$ cat config.mk
export PLATFORM = sky130hd
export DESIGN_NAME = capture_controller
export DESIGN_NICKNAME = d
export VERILOG_FILES = /design/src/rtl/capture_controller_pkg.sv /design/src/rtl/capture_tx_slot.sv /design/src/rtl/capture_controller.sv
export SDC_FILE = /design/constraint.sdc
export NUM_CORES = 1
export LEC_CHECK = 0
export CORE_MARGIN = 2
export CORE_UTILIZATION = 30
export DETAILED_ROUTE_END_ITERATION = 8
export PLACE_DENSITY = 0.65
export SYNTH_ARGS = -nofsm -noshare
export SYNTH_HDL_FRONTEND = slang
export SYNTH_SLANG_ARGS = --single-unit
$ cat constraint.sdc
create_clock -name clk -period 5.25 [get_ports clk]
set_input_delay 1.05 -clock clk [delete_from_list [all_inputs] [get_ports clk]]
set_output_delay 1.05 -clock clk [all_outputs]
set_load 0.1 [all_outputs]
$ cat src/rtl/capture_controller_pkg.sv
// Shared definitions for the capture controller.
//   state_t   : controller FSM states
//   DELAY_LSB : bit position of the delay count inside cfg_data
//   READ_LSB  : bit position of the read count inside cfg_data
//   CNT_W     : width of the delay/read counters
package capture_controller_pkg;

  typedef enum logic [2:0] {
    IDLE   = 3'd0,
    SAMPLE = 3'd1,
    DELAY  = 3'd2,
    READ   = 3'd3,
    RWAIT  = 3'd4,
    TX     = 3'd5
  } state_t;

  localparam int DELAY_LSB = 16;
  localparam int READ_LSB  = 0;
  localparam int CNT_W     = 16;

endpackage

$ cat src/rtl/capture_tx_slot.sv
// Single-entry holding register between memory read data and the
// transmit valid/ready interface.
//   clk, rst : clock, asynchronous active-high reset
//   clr      : drop any held entry (abort path)
//   load     : capture din and mark the slot full
//   pop      : consumer accepted the entry; mark the slot empty
//   din      : incoming read data
//   full     : slot holds a valid entry (drives tx_tvalid)
//   dout     : held entry (drives tx_tdata); stable while full
module capture_tx_slot #(
  parameter int DW = 32
) (
  input  logic          clk,
  input  logic          rst,
  input  logic          clr,
  input  logic          load,
  input  logic          pop,
  input  logic [DW-1:0] din,
  output logic          full,
  output logic [DW-1:0] dout
);

  // Slot occupancy and data; data only changes on load so it stays
  // stable for the whole time the entry waits for acceptance.
  always_ff @(posedge clk or posedge rst) begin
    if (rst) begin
      full <= 1'b0;
      dout <= {DW{1'b0}};
    end else if (clr) begin
      full <= 1'b0;
    end else if (load) begin
      full <= 1'b1;
      dout <= din;
    end else if (pop) begin
      full <= 1'b0;
    end
  end

endmodule

$ cat src/rtl/capture_controller.sv
// Capture controller: writes the qualified sample stream into sample
// memory while armed, keeps writing a programmed number of samples after
// the trigger, then reads a programmed number of samples back and streams
// them to the transmitter one per valid/ready handshake.
//   clk, rst           : clock, asynchronous active-high reset
//   wrSize, cfg_data   : config strobe/word ([31:16] delay, [15:0] read)
//   arm, run           : start sampling / trigger hit
//   sti_tvalid/tdata   : qualified sample stream
//   mem_wr/mem_wdata   : sample memory write port
//   mem_rd, mem_rvalid, mem_rdata : sample memory read port
//   tx_tvalid/tready/tdata : transmit stream
//   busy               : controller not idle
// Optional build macro CAPTURE_CONTROLLER_ABORT_EN adds an `abort` input
// that forces a return to IDLE from any state.
module capture_controller
  import capture_controller_pkg::*;
#(
  parameter int DW = 32,
  parameter int CW = CNT_W
) (
  input  logic          clk,
  input  logic          rst,
  input  logic          wrSize,
  input  logic [31:0]   cfg_data,
  input  logic          arm,
  input  logic          run,
`ifdef CAPTURE_CONTROLLER_ABORT_EN
  input  logic          abort,
`endif
  input  logic          sti_tvalid,
  input  logic [DW-1:0] sti_tdata,
  output logic          mem_wr,
  output logic [DW-1:0] mem_wdata,
  output logic          mem_rd,
  input  logic          mem_rvalid,
  input  logic [DW-1:0] mem_rdata,
  output logic          tx_tvalid,
  input  logic          tx_tready,
  output logic [DW-1:0] tx_tdata,
  output logic          busy
);

  state_t          state, state_nxt;
  logic [CW-1:0]   cnt, cnt_nxt;
  logic [CW-1:0]   delay_count, read_count;
  logic            wr_nxt, rd_nxt;
  logic [DW-1:0]   wdata_nxt;
  logic            slot_load, slot_pop, slot_clr;

  // Config is only accepted while idle, so a capture in flight always
  // runs with the counts it was armed with.
  always_ff @(posedge clk or posedge rst) begin
    if (rst) begin
      delay_count <= {CW{1'b0}};
      read_count  <= {CW{1'b0}};
    end else if (wrSize && (state == IDLE)) begin
      delay_count <= cfg_data[DELAY_LSB +: CW];
      read_count  <= cfg_data[READ_LSB +: CW];
    end
  end

  // State, counter and registered memory-side outputs.
  always_ff @(posedge clk or posedge rst) begin
    if (rst) begin
      state     <= IDLE;
      cnt       <= {CW{1'b0}};
      mem_wr    <= 1'b0;
      mem_wdata <= {DW{1'b0}};
      mem_rd    <= 1'b0;
      busy      <= 1'b0;
    end else begin
      state     <= state_nxt;
      cnt       <= cnt_nxt;
      mem_wr    <= wr_nxt;
      mem_wdata <= wdata_nxt;
      mem_rd    <= rd_nxt;
      busy      <= (state_nxt != IDLE);
    end
  end

  // Next-state and next-output logic.
  always_comb begin
    state_nxt = state;
    cnt_nxt   = cnt;
    wr_nxt    = 1'b0;
    wdata_nxt = mem_wdata;
    rd_nxt    = 1'b0;
    slot_load = 1'b0;
    slot_pop  = 1'b0;
    slot_clr  = 1'b0;
    case (state)
      IDLE: begin
        if (arm) begin
          state_nxt = SAMPLE;
          cnt_nxt   = {CW{1'b0}};
        end
      end
      SAMPLE: begin
        // The sample presented with run is still part of the capture.
        if (sti_tvalid) begin
          wr_nxt    = 1'b1;
          wdata_nxt = sti_tdata;
        end
        if (run) begin
          state_nxt = DELAY;
          cnt_nxt   = {CW{1'b0}};
        end
      end
      DELAY: begin
        // Compare happens before counting, so delay_count=0 exits at once
        // and the sample arriving in the exit cycle is dropped.
        if (cnt == delay_count) begin
          state_nxt = READ;
          cnt_nxt   = {CW{1'b0}};
        end else if (sti_tvalid) begin
          wr_nxt    = 1'b1;
          wdata_nxt = sti_tdata;
          cnt_nxt   = cnt + CW'(1);
        end
      end
      READ: begin
        if (cnt == read_count) begin
          state_nxt = IDLE;
        end else begin
          rd_nxt    = 1'b1;
          state_nxt = RWAIT;
        end
      end
      RWAIT: begin
        if (mem_rvalid) begin
          slot_load = 1'b1;
          state_nxt = TX;
        end
      end
      TX: begin
        if (tx_tvalid && tx_tready) begin
          slot_pop  = 1'b1;
          cnt_nxt   = cnt + CW'(1);
          state_nxt = READ;
        end
      end
      default: begin
        state_nxt = IDLE;
        cnt_nxt   = {CW{1'b0}};
      end
    endcase
`ifdef CAPTURE_CONTROLLER_ABORT_EN
    // Abort overrides everything decided above.
    if (abort) begin
      state_nxt = IDLE;
      cnt_nxt   = {CW{1'b0}};
      wr_nxt    = 1'b0;
      rd_nxt    = 1'b0;
      slot_load = 1'b0;
      slot_pop  = 1'b0;
      slot_clr  = 1'b1;
    end
`endif
  end

  capture_tx_slot #(.DW(DW)) u_tx_slot (
    .clk  (clk),
    .rst  (rst),
    .clr  (slot_clr),
    .load (slot_load),
    .pop  (slot_pop),
    .din  (mem_rdata),
    .full (tx_tvalid),
    .dout (tx_tdata)
  );

endmodule

# After elaboration in Yosys (flattened, before gate mapping)

Index checks and enable logic that the tools add are counted.

Latch bits: 0
Bits of input ports: 104
Memory bits (read-only): 0
Memory bits (writable): 0
Memories: 0
Output and inout port bits: 68
Bits in registers: 119

Reductions and logical operators: 9
Shifts and indexed selects: 0
Equality and inequality tests: 12
Multipliers: 0
$add $sub $neg: 1
Order comparisons: 0
Muxes and demuxes: 27
Bitwise operators: 1
Div/mod/pow operators: 0

Operators with widths:

| kind                                          | number |
|---|---|
| two-way mux 16 bit                            | 5 |
| case mux 16 bit (5 select lines)              | 1 |
| two-way mux 32 bit                            | 2 |
| case mux 32 bit (2 select lines)              | 1 |
| == test 16 bit                                | 2 |
| two-way mux 3 bit                             | 6 |
| case mux 3 bit (6 select lines)               | 1 |
| adder 16 x 1 -> 16 bit, second input constant | 1 |
| two-way mux 1 bit                             | 10 |
| inequality test 2 bit, second input constant  | 4 |
| == test 3 x 2 -> 1 bit, second input constant | 2 |
| == test 3 bit, second input constant          | 2 |
| AND reduction 5 bit                           | 1 |
| nonzero test 2 bit                            | 2 |
| == test 3 x 1 -> 1 bit, second input constant | 1 |
| zero test 3 bit                               | 1 |
| inequality test 3 bit, second input constant  | 1 |
| nonzero test 3 bit                            | 1 |
| logical AND 1 bit                             | 2 |
| case mux 1 bit (2 select lines)               | 1 |
| AND reduction 2 bit                           | 1 |
| OR reduction 2 bit                            | 1 |
| inverter 1 bit                                | 1 |

# Logic depth before layout (Yosys ltp)

Gate-level depths: netlist of run 1.

Depth after elaboration: 5
Gate-level depth with buffers: 8

# Cells and area by module

From an unflattened synthesis of run 1, not the netlist that was laid out.

Cells, all modules: 397
Area, all modules: 5492.8 µm²

Modules (own cells, without submodules):

| module             | instances | cells an instance | area an instance (µm²) |
|---|---|---|---|
| capture_controller | 1         | 323               | 4090.2 |
| capture_tx_slot    | 1         | 74                | 1402.6 |

# Worst setup path before layout of run 1

No wires, ideal clock.

Path type: input to register
Start point: input port wrSize
End point: register delay_count[0]
Path slack: 2.817 ns
Arrival time: 2.308 ns
Setup time: 0.125 ns
Buffers on the path: 1
Stages: 3
Path through: nor4b_1 clkbuf_1 mux2_2

Word-level cells in the longest chain between the ends: 1

Ends and longest elaborated chain:

| what                 | RTL line                 | text |
|---|---|---|
| from (decl)          | capture_controller.sv:23 | `input logic wrSize,` |
| logical AND 1 bit    | capture_controller.sv:56 | `end else if (wrSize && (state == IDLE)) begin` |
| to (signal assigned) | capture_controller.sv:54 | `delay_count <= {CW{1'b0}};` |
| to (signal assigned) | capture_controller.sv:57 | `delay_count <= cfg_data[DELAY_LSB +: CW];` |
| to (decl)            | capture_controller.sv:45 | `logic [CW-1:0] delay_count, read_count;` |

No other way between the ends.
A chain may end at the register's enable or synchronous reset.

# Worst setup path after layout of run 1

Start point: register u_tx_slot.full
End point: output port tx_tvalid

RTL lines:

| what                   | RTL line                 | text |
|---|---|---|
| from (decl)            | capture_tx_slot.sv:19    | `output logic full,` |
| from (signal assigned) | capture_tx_slot.sv:27    | `full <= 1'b0;` |
| from (signal assigned) | capture_tx_slot.sv:30    | `full <= 1'b0;` |
| from (signal assigned) | capture_tx_slot.sv:32    | `full <= 1'b1;` |
| to (decl)              | capture_controller.sv:37 | `output logic tx_tvalid,` |

No word-level cell between the ends.

==> impl_metrics.tcl, run 1 <==
set metrics [dict create \
    fin_nets 667 \
    critical_path.cell_chain "clkdlybuf4s50_1" \
    ys_ff_latch 119 \
    slowest_stage "clkdlybuf4s50_1" \
    area_growth_pct 48.8 \
    yosysMostFrequentCell "dfrtp_1" \
    core_region_area_sq_um 17200 \
    clock_sinks 119 \
    fin_crit_ns 3.00 \
    wl_um 12700 \
    num_rows 48 \
    clk_latency_ns 0.41 \
    status "completed" \
    cp.buffers_inverters 1 \
    ys_seq_area_share_pct 56.7 \
    synth_top_area_cell "dfrtp_1" \
    drv_slew 0 \
    htree_num_levels 4 \
    path_class "reg -> out" \
    clock_skew_ns 0.00751 \
    rsz0062_at_grt "no" \
    antennaDiodeCount 0 \
    max_cap_violations 0 \
    io_buffers 171 \
    start_kind "flip-flop" \
    syn_inst 391 \
    postCtsSetupRepairBufs 0 \
    cts-resized-gates 0 \
    syn_area_sq_um 5250 \
    setup_violations 0 \
    ant_nets 0 \
    die_area_sq_um 18600 \
    cts_tree "built" \
    synth_edf_count 0 \
    track_usage_pct 14.5 \
    end_kind "primary output" \
    place_hpwl_um 9310 \
    drt_iter0_markers 169 \
    ys.flop_type "dfrtp_1" \
    syn-num-nets 496 \
    synth.top_cells.by_count "119 x dfrtp_1, 68 x mux2_2, 29 x mux2_1" \
    cts_root_buf "clkbuf_16" \
    drtPass1Iterations 4 \
    synth_cell_type_count 43 \
    max_freq_mhz 333 \
    hold_violations 0 \
    path_max_fanout 4 \
    wire_per_inst_um 15.8 \
    clockBufferDepth 2 \
    grt_pass1_vias 3996 \
    yosysTopAreaCellShare_pct 56.7 \
    crit_family "buffers and inverters" \
    finish.utilization_pct 45.5 \
    fin_crit_sh_pct 57.2 \
    via_count 3735 \
    finalSetupTns_ns 0 \
    postCtsHoldBufs 0 \
    die_width_um 136 \
    initial_core_util_pct 30.6 \
    cp.required_ns 4.20 \
    worst_pin_slew_ns 1.03 \
    synth_area_leaders "dfrtp_1 57%, mux2_2 15%, mux2_1 6.2%" \
    antenna_found_initial 0 \
    postSynthAreaPerCell_sq_um 13.4 \
    ys_async_sr_fraction_pct 100 \
    hold_path.class "reg -> reg" \
    yosys_warnings 0 \
    avgViaCountPerCell 4.67 \
    arrival_ns 1.95 \
    die_h_um 136 \
    drive_gt1_share_pct 20.5 \
    io_pins 172 \
    cts_buffers 17 \
    drc 0 \
    max_slew_margin_pct 30.9 \
    finalWeightedCongestion 0.794 \
    grt_overflow_total 0 \
    critPathMaxStageDelay_ns 1.17 \
    grt_pass1_wl_um 20600 \
    path_clk_slew_ns 0.05 \
    grt_max_degree 87 \
]
[through the flow]
| stage | instances | setup slack, ns | hold WS [ns] | instance area [sq um] |
|---|---|---|---|---|
| floorplan | 391 | 1.04 | 0.501 | 5250 |
| global placement | 768 | 2.06 | 0.466 | 7170 |
| detailed placement | 768 | 2.01 | 0.474 | 7170 |
| CTS | 800 | 2.21 | 0.490 | 7810 |
| global route | 800 | 2.19 | 0.497 | 7810 |
| finish | 800 | 2.25 | 0.483 | 7810 |
[flip-flops by register name, summed over array words and instances, names as in the netlist]
signal / count
delay_count: 16
cnt: 16
mem_wdata: 32
busy: 1
mem_wr: 1
state: 3
read_count: 16
u_tx_slot.full: 1
mem_rd: 1
u_tx_slot.dout: 32
[metal layers]
metal | up-vias | share of wire [%] | GRT usage [%]
li1 | 1743 | - | -
met1 | 1836 | 42 | 17.8
met2 | 137 | 49 | 23.5
met3 | 19 | 7.0 | 4.74
met4 | 0 | 2.1 | 6.19
met5 | - | 0 | 0
[worst reg2reg max path: stages, from the launching register on]
cell and delay, ns:
dfrtp_1 0.49, xor2_1 0.19, nor4_2 0.47, nand4_4 0.28, a21oi_2 0.56, nor2b_2 0.56, mux2_2 0.24
[worst paths after layout]
kind / slack, ns / endpoint / cells after the start / start
max: 2.25 / tx_tvalid / 1 / u_tx_slot.full
min: 0.48 / mem_wdata[0] / 1 / mem_wdata[0]
max reg2reg: 2.41 / cnt[0] / 6 / cnt[4]
min reg2reg: 0.48 / mem_wdata[0] / 1 / mem_wdata[0]
max in group asynchronous: 2.95 / delay_count[4] / 3 / rst
min in group asynchronous: 1.25 / u_tx_slot.dout[25] / 2 / rst
[layout by cell type (no fill, tap or decap), types with 2 or more instances in the layout]
cell | synthesis | final
o21ai_1 | 6 | 6
or3_1 | 2 | 2
and3_1 | 5 | 5
nand2_1 | 13 | 13
clkdlybuf4s50_1 | 0 | 171
clkinvlp_4 | 0 | 3
mux2_2 | 68 | 68
mux2_1 | 29 | 29
nor4_2 | 3 | 3
nand4_1 | 7 | 7
clkbuf_16 | 0 | 17
xor2_1 | 16 | 16
inv_1 | 5 | 4
nand2b_1 | 2 | 2
a22o_1 | 11 | 11
nor3_1 | 7 | 7
xnor2_1 | 16 | 16
dfrtp_1 | 119 | 119
a21oi_1 | 6 | 6
nor2b_1 | 8 | 8
nand3_1 | 4 | 4
nor4_1 | 2 | 2
nor2_1 | 11 | 10
bufinv_16 | 0 | 4
o21ai_0 | 8 | 8
a21o_1 | 2 | 2
clkinv_4 | 0 | 5
buf_4 | 0 | 4
[cell families (layout without fill, tap and decap cells)]
family / after synthesis / in the layout / share of synthesized area, %
xor+xnor: 32 / 32 / 5.34
simple gates: 71 / 71 / 8.24
compound gates: 43 / 43 / 6.08
flops: 119 / 119 / 56.7
buf+inv: 28 / 212 / 2.60
mux: 97 / 97 / 20.8
fa+ha+maj: 1 / 1 / 0.238
[final cells by class]
cell class,count,area (sq um)
fillers,1567,9360
flip-flops and latches,119,2980
multi-input cells,244,2150
repair buffers,175,1740
clock buffers,18,439
well taps,225,282
clock inverters,14,200
inverters,5,21.3
Power of run 1 is left out: the tool's default activity adds up to more than one toggle a clock period on the data nets, which glitch-free logic cannot reach.
==> run 2, diff against run 1 <==
--- a/config.mk
+++ b/config.mk
@@ -8,7 +8,7 @@
 export CORE_MARGIN = 2
 export CORE_UTILIZATION = 30
 export DETAILED_ROUTE_END_ITERATION = 8
-export PLACE_DENSITY = 0.65
+export PLACE_DENSITY = 0.67
 export SYNTH_ARGS = -nofsm -noshare
 export SYNTH_HDL_FRONTEND = slang
 export SYNTH_SLANG_ARGS = --single-unit
==> constraint.sdc (replaced) <==
create_clock -name clk -period 2.65 [get_ports clk]
set_input_delay 0.53 -clock clk [delete_from_list [all_inputs] [get_ports clk]]
set_output_delay 0.53 -clock clk [all_outputs]
set_load 0.1 [all_outputs]
==> impl_metrics.tcl, run 2 (synthesized netlist as in run 1, its figures left out) <==
set metrics [dict create \
    crit_end "mem_wdata[23]" \
    max_cap_violations 0 \
    cp.required_ns 2.95 \
    grt_overflow_total 0 \
    worst-r2r-setup-slack_ns 0.27 \
    core_region_area_sq_um 17200 \
    worst_pin_slew_ns 0.654 \
    max_freq_mhz 420 \
    die_area_sq_um 18600 \
    finalWeightedCongestion 0.872 \
    wire_per_inst_um 16.0 \
    path_class "reg -> reg" \
    drive_gt1_share_pct 33.0 \
    initial_core_util_pct 30.6 \
    finalSetupTns_ns 0 \
    fin_nets 673 \
    track_usage_pct 14.6 \
    avgViaCountPerCell 4.72 \
    path_max_fanout 33 \
    wl_um 12900 \
    cp-startpoint "cnt[4]" \
    r2r_start "cnt[4]" \
    fin_hold_ws_ns 0.487 \
    cts-resized-gates 0 \
    start_kind "flip-flop" \
    postCtsHoldBufs 0 \
    rsz0062_at_grt "no" \
    clock_skew_ns 0.00702 \
    clock_sinks 119 \
    cts_tree "built" \
    ant_nets 0 \
    r2r_end "mem_wdata[23]" \
    antennaDiodeCount 0 \
    end_kind "flip-flop" \
    critical_path.cell_chain "xor2_1, nor4_2, nand4_4, a21oi_1, nor3b_4, buf_4, mux2_1" \
    clk_latency_ns 0.42 \
    area_growth_pct 46.2 \
    clockBufferDepth 2 \
    hold_path.class "reg -> reg" \
    cts_buffers 17 \
    critPathMaxStageDelay_ns 0.45 \
    status "completed" \
    hold_violations 0 \
    grt_pass1_wl_um 20600 \
    die_h_um 136 \
    htree_num_levels 4 \
    path_clk_slew_ns 0.06 \
    layout_commonest_cell "dfrtp_1" \
    antenna_found_initial 1 \
    grt_max_degree 120 \
    postCtsSetupRepairBufs 0 \
    reg_top3 "mem_wdata x32, u_tx_slot.dout x32" \
    grt_pass1_vias 4015 \
    setup_violations 0 \
    drt_iter0_markers 215 \
    io_pins 172 \
    fin_crit_sh_pct 89.9 \
    place_hpwl_um 9520 \
    max_slew_margin_pct 56.4 \
    fin_crit_ns 2.38 \
    die_width_um 136 \
    cts_root_buf "clkbuf_16" \
    drv_slew 0 \
    drc 0 \
    num_rows 48 \
    io_buffers 171 \
    via_count 3803 \
    drtPass1Iterations 4 \
    layout_common_cells "119 x dfrtp_1, 103 x clkdlybuf4s50_1, 75 x buf_4" \
    reg2reg_depth 7 \
    arrival_ns 2.68 \
    finish.utilization_pct 44.7 \
    slowest_stage "dfrtp_1" \
]
[run 2: changes by cell type in the layout (fill, tap and decap cells not counted), moves of 2 or more]
cell             before  now
clkinv_4              5    3
buf_12                0    3
clkdlybuf4s50_1     171  103
buf_4                 4   75
clkinvlp_4            3    6
bufinv_16             4    2
[run 2: layout make-up]
type	count	area, sq um
Multi-Input combinational cell	244	2150
Clock buffer	18	439
Sequential cell	119	2980
Clock inverter	14	151
Inverter	5	22.5
Tap cell	225	282
Timing Repair Buffer	181	1650
Fill cell	1584	9500
[run 2: routing by layer]
layer	vias up	routed length, um	track usage [%]
met5	-	10	0
li1	1754	-	-
met3	22	824	4.85
met2	137	6510	24.6
met1	1888	5300	16.9
met4	2	275	6.13
[run 2: worst max-delay path: cells and delay by family, from the launching register on]
family,cells,cell delay [ns]
compound gates,1,0.29
simple gates,3,0.69
buf+inv,1,0.27
xor+xnor,1,0.18
mux,1,0.37
flops,1,0.45
[run 2: stage by stage]
step / instances / setup slack, ns / cell area (sq um)
after CTS: 806 / 0.238 / 7680
after global routing: 806 / 0.115 / 7680
after detailed placement: 774 / 0.243 / 7090
after floorplan: 391 / 0.554 / 5260
after global placement: 774 / 0.290 / 7090
final: 806 / 0.269 / 7680
[run 2: worst min path at each step]
stage	start	end	slack [ns]	cells past startpoint
final	mem_wdata[31]	mem_wdata[31]	0.49	1
after global routing	mem_wdata[9]	mem_wdata[9]	0.50	1
after global placement	mem_wdata[29]	mem_wdata[29]	0.47	1
after CTS	mem_wdata[24]	mem_wdata[24]	0.49	1
after floorplan	delay_count[10]	delay_count[10]	0.50	1
after detailed placement	mem_wdata[24]	mem_wdata[24]	0.48	1
Power of run 2 is left out for the same reason.
==> run 3, diff against run 2 <==
--- a/config.mk
+++ b/config.mk
@@ -8,6 +8,7 @@
 export CORE_MARGIN = 2
 export CORE_UTILIZATION = 30
 export DETAILED_ROUTE_END_ITERATION = 8
+export MAX_ROUTING_LAYER = met4
 export PLACE_DENSITY = 0.67
 export SYNTH_ARGS = -nofsm -noshare
 export SYNTH_HDL_FRONTEND = slang
==> impl_metrics.tcl, run 3 (synthesized netlist as in run 1, its figures left out) <==
set metrics [dict create \
    status "completed" \
    antenna_found_initial 0 \
    track_usage_pct 15.1 \
    setup_violations 0 \
    slowest_stage "dfrtp_1" \
    drive_gt1_share_pct 32.4 \
    layout_commonest_cell "dfrtp_1" \
    clockBufferDepth 2 \
    reg2reg_depth 7 \
    finalWeightedCongestion 0.891 \
    reg_top3 "mem_wdata x32, u_tx_slot.dout x32" \
    fin_crit_sh_pct 89.9 \
    antennaDiodeCount 0 \
    area_growth_pct 46.2 \
    critPathMaxStageDelay_ns 0.45 \
    io_pins 172 \
    die_h_um 136 \
    path_class "reg -> reg" \
    drtPass1Iterations 4 \
    postCtsSetupRepairBufs 0 \
    holdPathStages 1 \
    via_count 3778 \
    cp.buffers_inverters 1 \
    fin_crit_ns 2.38 \
    cts_buffers 17 \
    worst_pin_slew_ns 0.643 \
    path_max_fanout 33 \
    initial_core_util_pct 30.6 \
    htree_num_levels 4 \
    finalSetupTns_ns 0 \
    layout_common_cells "119 x dfrtp_1, 103 x clkdlybuf4s50_1, 76 x buf_4" \
    num_rows 48 \
    avgViaCountPerCell 4.69 \
    grt_overflow_total 0 \
    wire_per_inst_um 15.9 \
    drt_iter0_markers 143 \
    hold_path.class "reg -> reg" \
    max_freq_mhz 420 \
    drv_slew 0 \
    max_cap_violations 0 \
    arrival_ns 2.68 \
    die_area_sq_um 18600 \
    cp.depth 7 \
    critical_path.cell_chain "xor2_1, nor4_2, nand4_4, a21oi_1, nor3b_4, buf_4, mux2_1" \
    path_clk_slew_ns 0.06 \
    hold_violations 0 \
    clock_sinks 119 \
    die_width_um 136 \
    crit_family "simple AND/OR/NAND/NOR gates" \
    cp.required_ns 2.94 \
    max_slew_margin_pct 57.1 \
    core_region_area_sq_um 17200 \
    rsz0062_at_grt "no" \
    finish.utilization_pct 44.7 \
    drc 0 \
    grt_max_degree 120 \
    postLayoutCellArea_sq_um 7670 \
    ant_nets 0 \
    grt_pass1_vias 3945 \
    place_hpwl_um 9420 \
    cts-resized-gates 0 \
    end_kind "flip-flop" \
    clk_latency_ns 0.42 \
    clock_skew_ns 0.00992 \
    io_buffers 171 \
    cts_tree "built" \
    wl_um 12800 \
    postCtsHoldBufs 0 \
    start_kind "flip-flop" \
    place_area_sq_um 7080 \
    fin_nets 673 \
    grt_pass1_wl_um 20500 \
    cts_root_buf "clkbuf_16" \
]
run 3: cell count changes in the layout (fill, tap and decap cells not counted):
cell / delta
buf_12: -1
buf_4: +1
clkinv_2: +1
clkbuf_1: +3
bufinv_16: +1
clkinvlp_4: -4
clkbuf_8: +2
inv_6: -2
clkinv_4: -2
run 3: through the flow:
stage	setup WS [ns]	hold slack, ns	instances
detailed placement	0.251	0.476	774
global placement	0.280	0.469	774
finish	0.267	0.482	805
floorplan	0.554	0.501	391
CTS	0.240	0.488	805
global route	0.0481	0.500	805
run 3: per-layer routing:
layer	vias to the layer above	wire, um	global-route usage (%)
li1	1750	-	-
met1	1885	5430	17.7
met2	128	6420	24.2
met3	15	763	4.25
met4	0	208	6.77
met5	-	0	-
run 3: path summary, 6_finish.rpt:
check,from,to,slack (ns)
max,cnt[4],mem_wdata[15],0.27
min,mem_wdata[5],mem_wdata[5],0.48
max reg2reg,cnt[4],mem_wdata[15],0.27
min reg2reg,mem_wdata[5],mem_wdata[5],0.48
max in group asynchronous,rst,delay_count[9],1.51
min in group asynchronous,rst,mem_wdata[14],0.64
run 3: final cells by class:
type / count / area (sq um)
inverters: 5 / 22.5
multi-input cells: 244 / 2150
flip-flops and latches: 119 / 2980
clock inverters: 8 / 121
well taps: 225 / 282
clock buffers: 23 / 478
repair buffers: 181 / 1640
fillers: 1578 / 9500
run 3: worst register-to-register path, stage by stage (launching register included):
cell     delay, ns
dfrtp_1       0.45
xor2_1        0.18
nor4_2        0.40
nand4_4       0.24
a21oi_1       0.28
nor3b_4       0.06
buf_4         0.27
mux2_1        0.39
Power of run 3 is left out for the same reason.
